`src/rtl/falu_pkg.sv`:
```
// Shared types and constants for the FALU issue sequencer.
// The optional watchdog is compiled in with FALU_TIMEOUT_EN.
package falu_pkg;

  typedef enum logic [1:0] {
    IDLE  = 2'd0,
    WAIT  = 2'd1,
    HOLD  = 2'd2,
    DRAIN = 2'd3
  } falu_seq_state_t;

  localparam logic FALU_OP_ADD = 1'b0;
  localparam logic FALU_OP_SUB = 1'b1;

  localparam logic [6:0] OPCODE_FP = 7'b1010011;
  localparam logic [6:0] FADD_S    = 7'b0000000;
  localparam logic [6:0] FSUB_S    = 7'b0000100;

  // Maps an OP-FP funct7 to the sequencer op bit (SUB only for FSUB.S).
  function automatic logic funct7_to_op(input logic [6:0] funct7);
    return (funct7 == FSUB_S) ? FALU_OP_SUB : FALU_OP_ADD;
  endfunction

endpackage

```
`src/rtl/falu_sequencer_if.sv`:
```
// FALU start/done bus and register-file writeback handshake.
// master = sequencer side, slave = FALU plus writeback arbiter side.
interface falu_sequencer_if #(
  parameter int FLEN = 32
);
  logic            falu_start;
  logic            falu_op;
  logic [FLEN-1:0] falu_a;
  logic [FLEN-1:0] falu_b;
  logic            falu_done;
  logic [FLEN-1:0] falu_result;

  logic            wb_valid;
  logic            wb_ready;
  logic [4:0]      wb_rd;
  logic [FLEN-1:0] wb_data;

  modport master (
    output falu_start, falu_op, falu_a, falu_b,
    input  falu_done, falu_result,
    output wb_valid, wb_rd, wb_data,
    input  wb_ready
  );

  modport slave (
    input  falu_start, falu_op, falu_a, falu_b,
    output falu_done, falu_result,
    input  wb_valid, wb_rd, wb_data,
    output wb_ready
  );
endinterface

```
`src/rtl/falu_watchdog.sv`:
```
// Cycle counter that flags a FALU that never reports done.
// Only instantiated when FALU_TIMEOUT_EN is defined.
module falu_watchdog #(
  parameter int MAX_LAT = 16
) (
  input  logic clk,
  input  logic rst_n,
  input  logic clear,
  input  logic active,
  input  logic done,
  output logic expired
);
  localparam int CW = $clog2(MAX_LAT + 1);

  logic [CW-1:0] count_reg;

  always_ff @(posedge clk or negedge rst_n) begin
    if (!rst_n) begin
      count_reg <= '0;
    end else if (clear) begin
      count_reg <= '0;
    end else if (active) begin
      count_reg <= count_reg + CW'(1);
    end
  end

  // Fires on the edge where the count would reach MAX_LAT, unless done arrives.
  assign expired = active && !done && (count_reg == CW'(MAX_LAT - 1));
endmodule

```
`src/rtl/falu_sequencer.sv`:
```
// Multi-cycle FADD.S/FSUB.S issue sequencer: stalls the pipeline, drives the FALU,
// hands the result to writeback. Define FALU_TIMEOUT_EN to add the watchdog.
module falu_sequencer
  import falu_pkg::*;
#(
  parameter int FLEN    = 32,
  parameter int MAX_LAT = 16
) (
  input  logic            clk,
  input  logic            rst_n,
  input  logic            issue_valid,
  input  logic            issue_op,
  input  logic [FLEN-1:0] issue_a,
  input  logic [FLEN-1:0] issue_b,
  input  logic [4:0]      issue_rd,
  input  logic            flush,
  output logic            stall,
  output logic            err,
  falu_sequencer_if.master bus
);

  if (MAX_LAT < 1) begin : g_lat_check
    $error("falu_sequencer: MAX_LAT must be at least 1");
  end

  falu_seq_state_t state_reg;
  logic            start_reg;
  logic            op_reg;
  logic [FLEN-1:0] a_reg;
  logic [FLEN-1:0] b_reg;
  logic [4:0]      rd_reg;
  logic            wb_valid_reg;
  logic [FLEN-1:0] wb_data_reg;
  logic            timeout;

`ifdef FALU_TIMEOUT_EN
  logic err_reg;

  falu_watchdog #(
    .MAX_LAT(MAX_LAT)
  ) u_watchdog (
    .clk     (clk),
    .rst_n   (rst_n),
    .clear   (state_reg == IDLE),
    .active  ((state_reg == WAIT) || (state_reg == DRAIN)),
    .done    (bus.falu_done),
    .expired (timeout)
  );

  always_ff @(posedge clk or negedge rst_n) begin
    if (!rst_n) begin
      err_reg <= 1'b0;
    end else begin
      err_reg <= timeout;
    end
  end

  assign err = err_reg;
`else
  assign timeout = 1'b0;
  assign err     = 1'b0;
`endif

  always_ff @(posedge clk or negedge rst_n) begin
    if (!rst_n) begin
      state_reg    <= IDLE;
      start_reg    <= 1'b0;
      op_reg       <= 1'b0;
      a_reg        <= '0;
      b_reg        <= '0;
      rd_reg       <= '0;
      wb_valid_reg <= 1'b0;
      wb_data_reg  <= '0;
    end else begin
      start_reg <= 1'b0;
      case (state_reg)
        IDLE: begin
          if (issue_valid && !flush) begin
            op_reg    <= issue_op;
            a_reg     <= issue_a;
            b_reg     <= issue_b;
            rd_reg    <= issue_rd;
            start_reg <= 1'b1;
            state_reg <= WAIT;
          end
        end
        WAIT: begin
          if (timeout) begin
            state_reg <= IDLE;
          end else if (bus.falu_done && !flush) begin
            wb_data_reg  <= bus.falu_result;
            wb_valid_reg <= 1'b1;
            state_reg    <= HOLD;
          end else if (bus.falu_done) begin
            state_reg <= IDLE;
          end else if (flush) begin
            // The FALU cannot be aborted, so its pending result must be swallowed.
            state_reg <= DRAIN;
          end
        end
        HOLD: begin
          if (flush || bus.wb_ready) begin
            wb_valid_reg <= 1'b0;
            state_reg    <= IDLE;
          end
        end
        DRAIN: begin
          if (timeout || bus.falu_done) begin
            state_reg <= IDLE;
          end
        end
        default: state_reg <= IDLE;
      endcase
    end
  end

  // Released in the accepting HOLD cycle so EX advances past the finished op.
  always_comb begin
    stall = 1'b0;
    case (state_reg)
      IDLE:    stall = issue_valid && !flush;
      WAIT:    stall = 1'b1;
      HOLD:    stall = !bus.wb_ready;
      DRAIN:   stall = issue_valid;
      default: stall = 1'b0;
    endcase
  end

  assign bus.falu_start = start_reg;
  assign bus.falu_op    = op_reg;
  assign bus.falu_a     = a_reg;
  assign bus.falu_b     = b_reg;
  assign bus.wb_valid   = wb_valid_reg;
  assign bus.wb_rd      = rd_reg;
  assign bus.wb_data    = wb_data_reg;

endmodule

```
`src/flat_wrapper.sv`:
```
// flat-port wrapper written by rule: the top's interface ports become plain ports
module falu_sequencer_flat import falu_pkg::*;
#(
  parameter int FLEN    = 32,
  parameter int MAX_LAT = 16
)
  (clk, rst_n, issue_valid, issue_op, issue_a, issue_b, issue_rd, flush, stall, err, bus_falu_start, bus_falu_op, bus_falu_a, bus_falu_b, bus_falu_done, bus_falu_result, bus_wb_valid, bus_wb_rd, bus_wb_data, bus_wb_ready);
  falu_sequencer_if #(.FLEN(FLEN)) bus_i ();
  input  logic clk;
  input  logic rst_n;
  input  logic issue_valid;
  input  logic issue_op;
  input  logic [FLEN-1:0] issue_a;
  input  logic [FLEN-1:0] issue_b;
  input  logic [4:0] issue_rd;
  input  logic flush;
  output logic stall;
  output logic err;
  output wire logic [$bits(bus_i.falu_start)-1:0] bus_falu_start;
  output wire logic [$bits(bus_i.falu_op)-1:0] bus_falu_op;
  output wire logic [$bits(bus_i.falu_a)-1:0] bus_falu_a;
  output wire logic [$bits(bus_i.falu_b)-1:0] bus_falu_b;
  input wire logic [$bits(bus_i.falu_done)-1:0] bus_falu_done;
  input wire logic [$bits(bus_i.falu_result)-1:0] bus_falu_result;
  output wire logic [$bits(bus_i.wb_valid)-1:0] bus_wb_valid;
  output wire logic [$bits(bus_i.wb_rd)-1:0] bus_wb_rd;
  output wire logic [$bits(bus_i.wb_data)-1:0] bus_wb_data;
  input wire logic [$bits(bus_i.wb_ready)-1:0] bus_wb_ready;
  assign bus_falu_start = bus_i.falu_start;
  assign bus_falu_op = bus_i.falu_op;
  assign bus_falu_a = bus_i.falu_a;
  assign bus_falu_b = bus_i.falu_b;
  assign bus_i.falu_done = bus_falu_done;
  assign bus_i.falu_result = bus_falu_result;
  assign bus_wb_valid = bus_i.wb_valid;
  assign bus_wb_rd = bus_i.wb_rd;
  assign bus_wb_data = bus_i.wb_data;
  assign bus_i.wb_ready = bus_wb_ready;
  falu_sequencer #(.FLEN(FLEN), .MAX_LAT(MAX_LAT)) u_core (.clk(clk), .rst_n(rst_n), .issue_valid(issue_valid), .issue_op(issue_op), .issue_a(issue_a), .issue_b(issue_b), .issue_rd(issue_rd), .flush(flush), .stall(stall), .err(err), .bus(bus_i));
endmodule
```
`config.mk`:
```
export PLATFORM = sky130hd
export DESIGN_NAME = falu_sequencer_flat
export DESIGN_NICKNAME = d
export VERILOG_FILES = /design/src/rtl/falu_pkg.sv /design/src/rtl/falu_sequencer_if.sv /design/src/rtl/falu_watchdog.sv /design/src/rtl/falu_sequencer.sv /design/src/flat_wrapper.sv
export SDC_FILE = /design/constraint.sdc
export NUM_CORES = 1
export LEC_CHECK = 0
export CORE_UTILIZATION = 44
export DETAILED_ROUTE_END_ITERATION = 10
export PLACE_DENSITY = 0.85
export SLEW_MARGIN = 20
export SYNTH_ARGS = -nofsm -noshare
export SYNTH_HDL_FRONTEND = slang
export SYNTH_HIERARCHICAL = 1
export SYNTH_SLANG_ARGS = --single-unit
```
`constraint.sdc`:
```
create_clock -name clk -period 4.4 [get_ports clk]
set_input_delay 0.88 -clock clk [delete_from_list [all_inputs] [get_ports clk]]
set_output_delay 0.88 -clock clk [all_outputs]
set_load 0.01 [all_outputs]
```
==> impl_metrics.json, run 1 <==
{
  "die-area_um2": 10640,
  "initial_core_util": 0.4562,
  "criticalPathCategory": "input pin to output pin",
  "critPathLaunchType": "input pin",
  "drive_gt1_frac": 0.2739,
  "ctsResizeCount": 0,
  "final-seq-area_um2": 2653,
  "ys.flop_type": "dfrtp_1",
  "max_freq_mhz": 313.2,
  "cts-buffers-inserted": 9,
  "crit_arrival_ns": 2.31,
  "num_vias": 2798,
  "h-tree-depth": 3,
  "yosysTopAreaCell": "dfrtp_1",
  "power_leakage_nw": 2.976,
  "grt-ovfl-total": 0,
  "r2r_start": "u_core/state_reg[0]",
  "tns_ns": 0,
  "drtIter0Drc": 58,
  "grt_use_total": 0.1902,
  "insertion_delay_ns": 0.35,
  "cp-end-kind": "output pin",
  "tightest_slew_ns": 0.8733,
  "coreArea_um2": 9864,
  "routedWlPerCell_um": 17.23,
  "cp.required_ns": 3.52,
  "hold_path_depth": 1,
  "std_cell_rows": 36,
  "synth.distinct_cells": 19,
  "setup_viol": 0,
  "grt_pass1_vias": 3007,
  "synthTopCellsByCount": "dfrtp_1, mux2_4, buf_12",
  "ant_nets": 0,
  "port-buffer-count": 212,
  "finalClockSkew_ns": 0.006428,
  "r2r_slack_ns": 2.25,
  "yosysMostFrequentCell": "dfrtp_1",
  "post-route-period-util": 0.7255,
  "async_reset_ff_frac": 1.000,
  "place_ws_ns": 1.242,
  "synth.avg_cell_area_um2": 18.83,
  "drt_wl_total_mm": 10.22,
  "fillers": 660,
  "worstHoldPathType": "register to register",
  "numClockSinks": 106,
  "crit_end": "stall",
  "rr_endpoint": "u_core/bus.wb_data[12]",
  "ys_warn_count": 6,
  "synth_top_area_share": 0.5894,
  "powerDensity_nw_per_um2": 550.0,
  "clkTransAtPathRegs_ns": 0.08,
  "period_minus_slack_ns": 3.192,
  "ir_worst_vdd_mv": 0.2471,
  "worst_slack_ns": 1.208,
  "synth-edff-count": 0,
  "netlist_instances": 239,
  "slew_headroom": 0.4178,
  "reg2regPathDepth": 3,
  "viasPerCell": 4.718,
  "rsz0062_at_grt": "no",
  "antenna_found_initial": 0,
  "globalplace.congestion": 0.7695,
  "first_pass_iters": 4,
  "clock_path_buffers": 2,
  "report.final.slew_viol_count": 0,
  "crit_start": "flush",
  "n_antenna_cell": 0,
  "postCtsSetupBuffers": 0,
  "multi_input_area_um2": 1629,
  "postCtsHoldBufs": 0,
  "syn2layout_area_growth_pct": 51.74,
  "synth_nets": 347,
  "cap_violations": 0,
  "syn-cell-area_um2": 4501,
  "yosysSeqAreaShare": 0.5894,
  "dieWidth_um": 103.1,
  "synth-seq-cells": 106,
  "ys_top_cells_by_area": "dfrtp_1, mux2_4, buf_12",
  "nets": 564,
  "crit_fanout": 5,
  "grt_max_degree": 55,
  "cts_tree": "built",
  "die_h_um": 103.1,
  "cts-root-buf": "clkbuf_8",
  "dpl.hpwl_mm": 7.452,
  "pin_count": 214,
  "status": "finished, final reports clean",
  "drcViolationCount": 0,
  "finalHoldViolCount": 0,
  "grt_pass1_wl_mm": 14.93
}
==> worst min-delay path by stage <==
stage / end / slack (ns) / start
finish: u_core/bus.falu_a[6] / 0.51 / u_core/bus.falu_a[6]
global placement: u_core/bus.falu_a[19] / 0.49 / u_core/bus.falu_a[19]
floorplan: u_core/bus.wb_data[0] / 0.55 / u_core/bus.wb_data[0]
detailed placement: u_core/bus.falu_a[24] / 0.49 / u_core/bus.falu_a[24]
global route: u_core/bus.falu_a[6] / 0.52 / u_core/bus.falu_a[6]
CTS: u_core/bus.falu_a[6] / 0.51 / u_core/bus.falu_a[6]
==> per-stage QoR <==
step | instances | hold slack, ns | utilization | total power [W] | instance area [um2]
floorplan | 239 | 0.5511 | - | 0.002281 | 4501
global placement | 578 | 0.4902 | 0.6735 | 0.003155 | 6644
detailed placement | 578 | 0.4917 | 0.6735 | 0.003198 | 6644
CTS | 593 | 0.5149 | 0.6923 | 0.003795 | 6829
global route | 593 | 0.5244 | 0.6923 | 0.003947 | 6829
finish | 593 | 0.5128 | 0.6923 | 0.003756 | 6829
==> cell families (layout without fill, tap and decap cells) <==
logic type             after synthesis  count (layout)  synth area share
flip-flops                         106             106            0.5894
multiplexers                       102             102            0.3361
buffers and inverters               15             236           0.04865
AO/OA/AOI/OAI                        8               8           0.01140
AND/OR/NAND/NOR                      7               7           0.01362
other                                1               1         0.0008332
==> area by class of cell <==
cell class / count / area share
clock buffer: 12 / 0.02125
clock inverter: 3 / 0.005863
inverter: 1 / 0.0005497
multi-input combinational: 118 / 0.2385
sequential: 106 / 0.3884
tap: 133 / 0.02437
timing repair buffer: 220 / 0.3210
==> worst max-delay path: stages <==
cell	delay [ns]
clkdlybuf4s50_1	0.51
inv_1	0.14
a21oi_1	0.06
o21ai_0	0.16
clkdlybuf4s50_1	0.56
==> layout by cell type, fill, tap and decap left out, drive strengths merged, types with 2 or more instances in the layout <==
cell type,Yosys,layout
dfrtp,106,106
clkinv,0,2
clkdlybuf4s50,0,211
nor2,3,3
buf,14,9
o21ai,3,3
clkbuf,0,12
mux2,102,102
==> routing by layer <==
layer,global-route usage,share of wire
met5,0,0
met4,0.09317,0.027
met3,0.04475,0.071
met2,0.3215,0.50
met1,0.2288,0.41
==> power by group <==
| part | leakage (nW) | switching, W | internal (W) | total [W] |
|---|---|---|---|---|
| registers | 1.25 | 0.000213 | 0.00133 | 0.00154 |
| logic | 1.63 | 0.000507 | 0.00113 | 0.00164 |
| clock network | 0.0962 | 0.000305 | 0.000275 | 0.000580 |
Note: power is estimated with default switching activity, not from simulation.
==> run 2, diff against run 1 <==
--- a/config.mk
+++ b/config.mk
@@ -5,9 +5,9 @@
 export SDC_FILE = /design/constraint.sdc
 export NUM_CORES = 1
 export LEC_CHECK = 0
-export CORE_UTILIZATION = 44
+export CORE_UTILIZATION = 41
 export DETAILED_ROUTE_END_ITERATION = 10
-export PLACE_DENSITY = 0.85
+export PLACE_DENSITY = 0.8
 export SLEW_MARGIN = 20
 export SYNTH_ARGS = -nofsm -noshare
 export SYNTH_HDL_FRONTEND = slang
==> constraint.sdc (replaced) <==
create_clock -name clk -period 3.3 [get_ports clk]
set_input_delay 0.66 -clock clk [delete_from_list [all_inputs] [get_ports clk]]
set_output_delay 0.66 -clock clk [all_outputs]
set_load 0.01 [all_outputs]
==> impl_metrics.json, run 2 (synthesis results as in run 1) <==
{
  "ir_worst_vdd_mv": 0.3087,
  "r2r_start": "u_core/state_reg[0]",
  "status": "finished, final reports clean",
  "std_cell_rows": 37,
  "tightest_slew_ns": 0.5324,
  "worstHoldPathType": "input pin to asynchronous set/reset pin",
  "numClockSinks": 106,
  "crit_arrival_ns": 2.18,
  "first_pass_iters": 4,
  "finalClockSkew_ns": 0.007212,
  "nets": 561,
  "rsz0062_at_grt": "no",
  "cts-root-buf": "clkbuf_8",
  "period_minus_slack_ns": 2.841,
  "drcViolationCount": 0,
  "cp-end-kind": "output pin",
  "pin_count": 214,
  "die-area_um2": 11400,
  "insertion_delay_ns": 0.35,
  "postCtsHoldBufs": 0,
  "viasPerCell": 4.717,
  "crit_start": "flush",
  "place_ws_ns": 0.4684,
  "post_dp_cell_area_um2": 6650,
  "power_leakage_nw": 2.957,
  "n_antenna_cell": 0,
  "criticalPathCategory": "input pin to output pin",
  "globalplace.congestion": 0.7590,
  "syn2layout_area_growth_pct": 51.57,
  "h-tree-depth": 3,
  "final_cell_mix": "clkdlybuf4s50_1, dfrtp_1, mux2_4",
  "report.final.slew_viol_count": 0,
  "post-route-period-util": 0.8608,
  "reg2regPathDepth": 3,
  "routedWlPerCell_um": 16.86,
  "setup_viol": 0,
  "worst_slack_ns": 0.4593,
  "ctsResizeCount": 0,
  "die_h_um": 106.8,
  "grt_use_total": 0.1821,
  "clock_path_buffers": 2,
  "grt_pass1_vias": 3124,
  "stdcell_area_um2": 6822,
  "drive_gt1_frac": 0.2691,
  "grt-ovfl-total": 0,
  "initial_core_util": 0.4302,
  "dpl.hpwl_mm": 7.378,
  "slew_headroom": 0.6451,
  "cp.required_ns": 2.64,
  "finalPower_w": 0.004945,
  "drt_wl_total_mm": 9.998,
  "ant_nets": 0,
  "grt_max_degree": 45,
  "num_vias": 2797,
  "drtIter0Drc": 133,
  "dieWidth_um": 106.8,
  "antenna_found_initial": 0,
  "cap_violations": 0,
  "tns_ns": 0,
  "cts-buffers-inserted": 9,
  "cts_tree": "built",
  "powerDensity_nw_per_um2": 724.9,
  "max_freq_mhz": 352.0,
  "finalHoldViolCount": 0,
  "crit_fanout": 5,
  "postCtsSetupBuffers": 0,
  "port-buffer-count": 212,
  "final_common_cell": "clkdlybuf4s50_1",
  "clkTransAtPathRegs_ns": 0.09,
  "critPathLaunchType": "input pin",
  "grt_pass1_wl_mm": 15.99,
  "coreArea_um2": 10460
}
run 2: cell types whose count changed in the layout (fill, tap and decap cells not counted), sizes merged:
cell | previous run | this run
clkinv | 2 | 1
buf | 9 | 6
clkbuf | 12 | 13
clkinvlp | 0 | 1
bufinv | 1 | 0
run 2: routing by layer:
layer  part of all wire  up-vias  track usage  wire [um]
met5                  0        -            0          0
met4              0.026        0      0.08121        261
met3              0.079       18      0.04620        788
met2               0.49      130       0.3065       4889
met1               0.41     1391       0.2201       4058
li1                   -     1258            -          -
run 2: worst paths after layout:
| kind | endpoint | slack (ns) |
|---|---|---|
| min in group clk | u_core/bus.falu_a[3] | 0.52 |
| worst min register to register | u_core/bus.falu_a[3] | 0.52 |
| worst min-delay path | u_core/bus.wb_data[11] | 0.21 |
| worst max register to register | u_core/bus.falu_a[15] | 1.38 |
| max in group asynchronous | u_core/bus.falu_a[4] | 2.29 |
| worst max-delay path | stall | 0.46 |
run 2: critical path: stages:
cell,delay (ns)
clkdlybuf4s50_1,0.51
inv_1,0.14
a21oi_1,0.08
o21ai_0,0.21
clkdlybuf4s50_1,0.58
run 2: where the power goes:
part	leakage, nW	internal [W]	switching, W
Combinational	1.62	0.00151	0.000679
Clock	0.0855	0.000312	0.000404
Sequential	1.25	0.00177	0.000276
run 2: final cells by class:
type                       count  area, um2
fill                         787       3641
sequential                   106       2653
timing repair buffer         217       2195
multi-input combinational    118       1629
tap                          136      170.2
clock buffer                  13      158.9
clock inverter                 2      12.51
inverter                       1      3.754
run 2: stage by stage:
step,hold WS [ns],utilization,instances
global placement,0.4910,0.6356,578
finish,0.2069,0.6520,593
CTS,0.1981,0.6520,593
detailed placement,0.4919,0.6356,578
global route,0.2151,0.6520,593
floorplan,0.3644,-,239
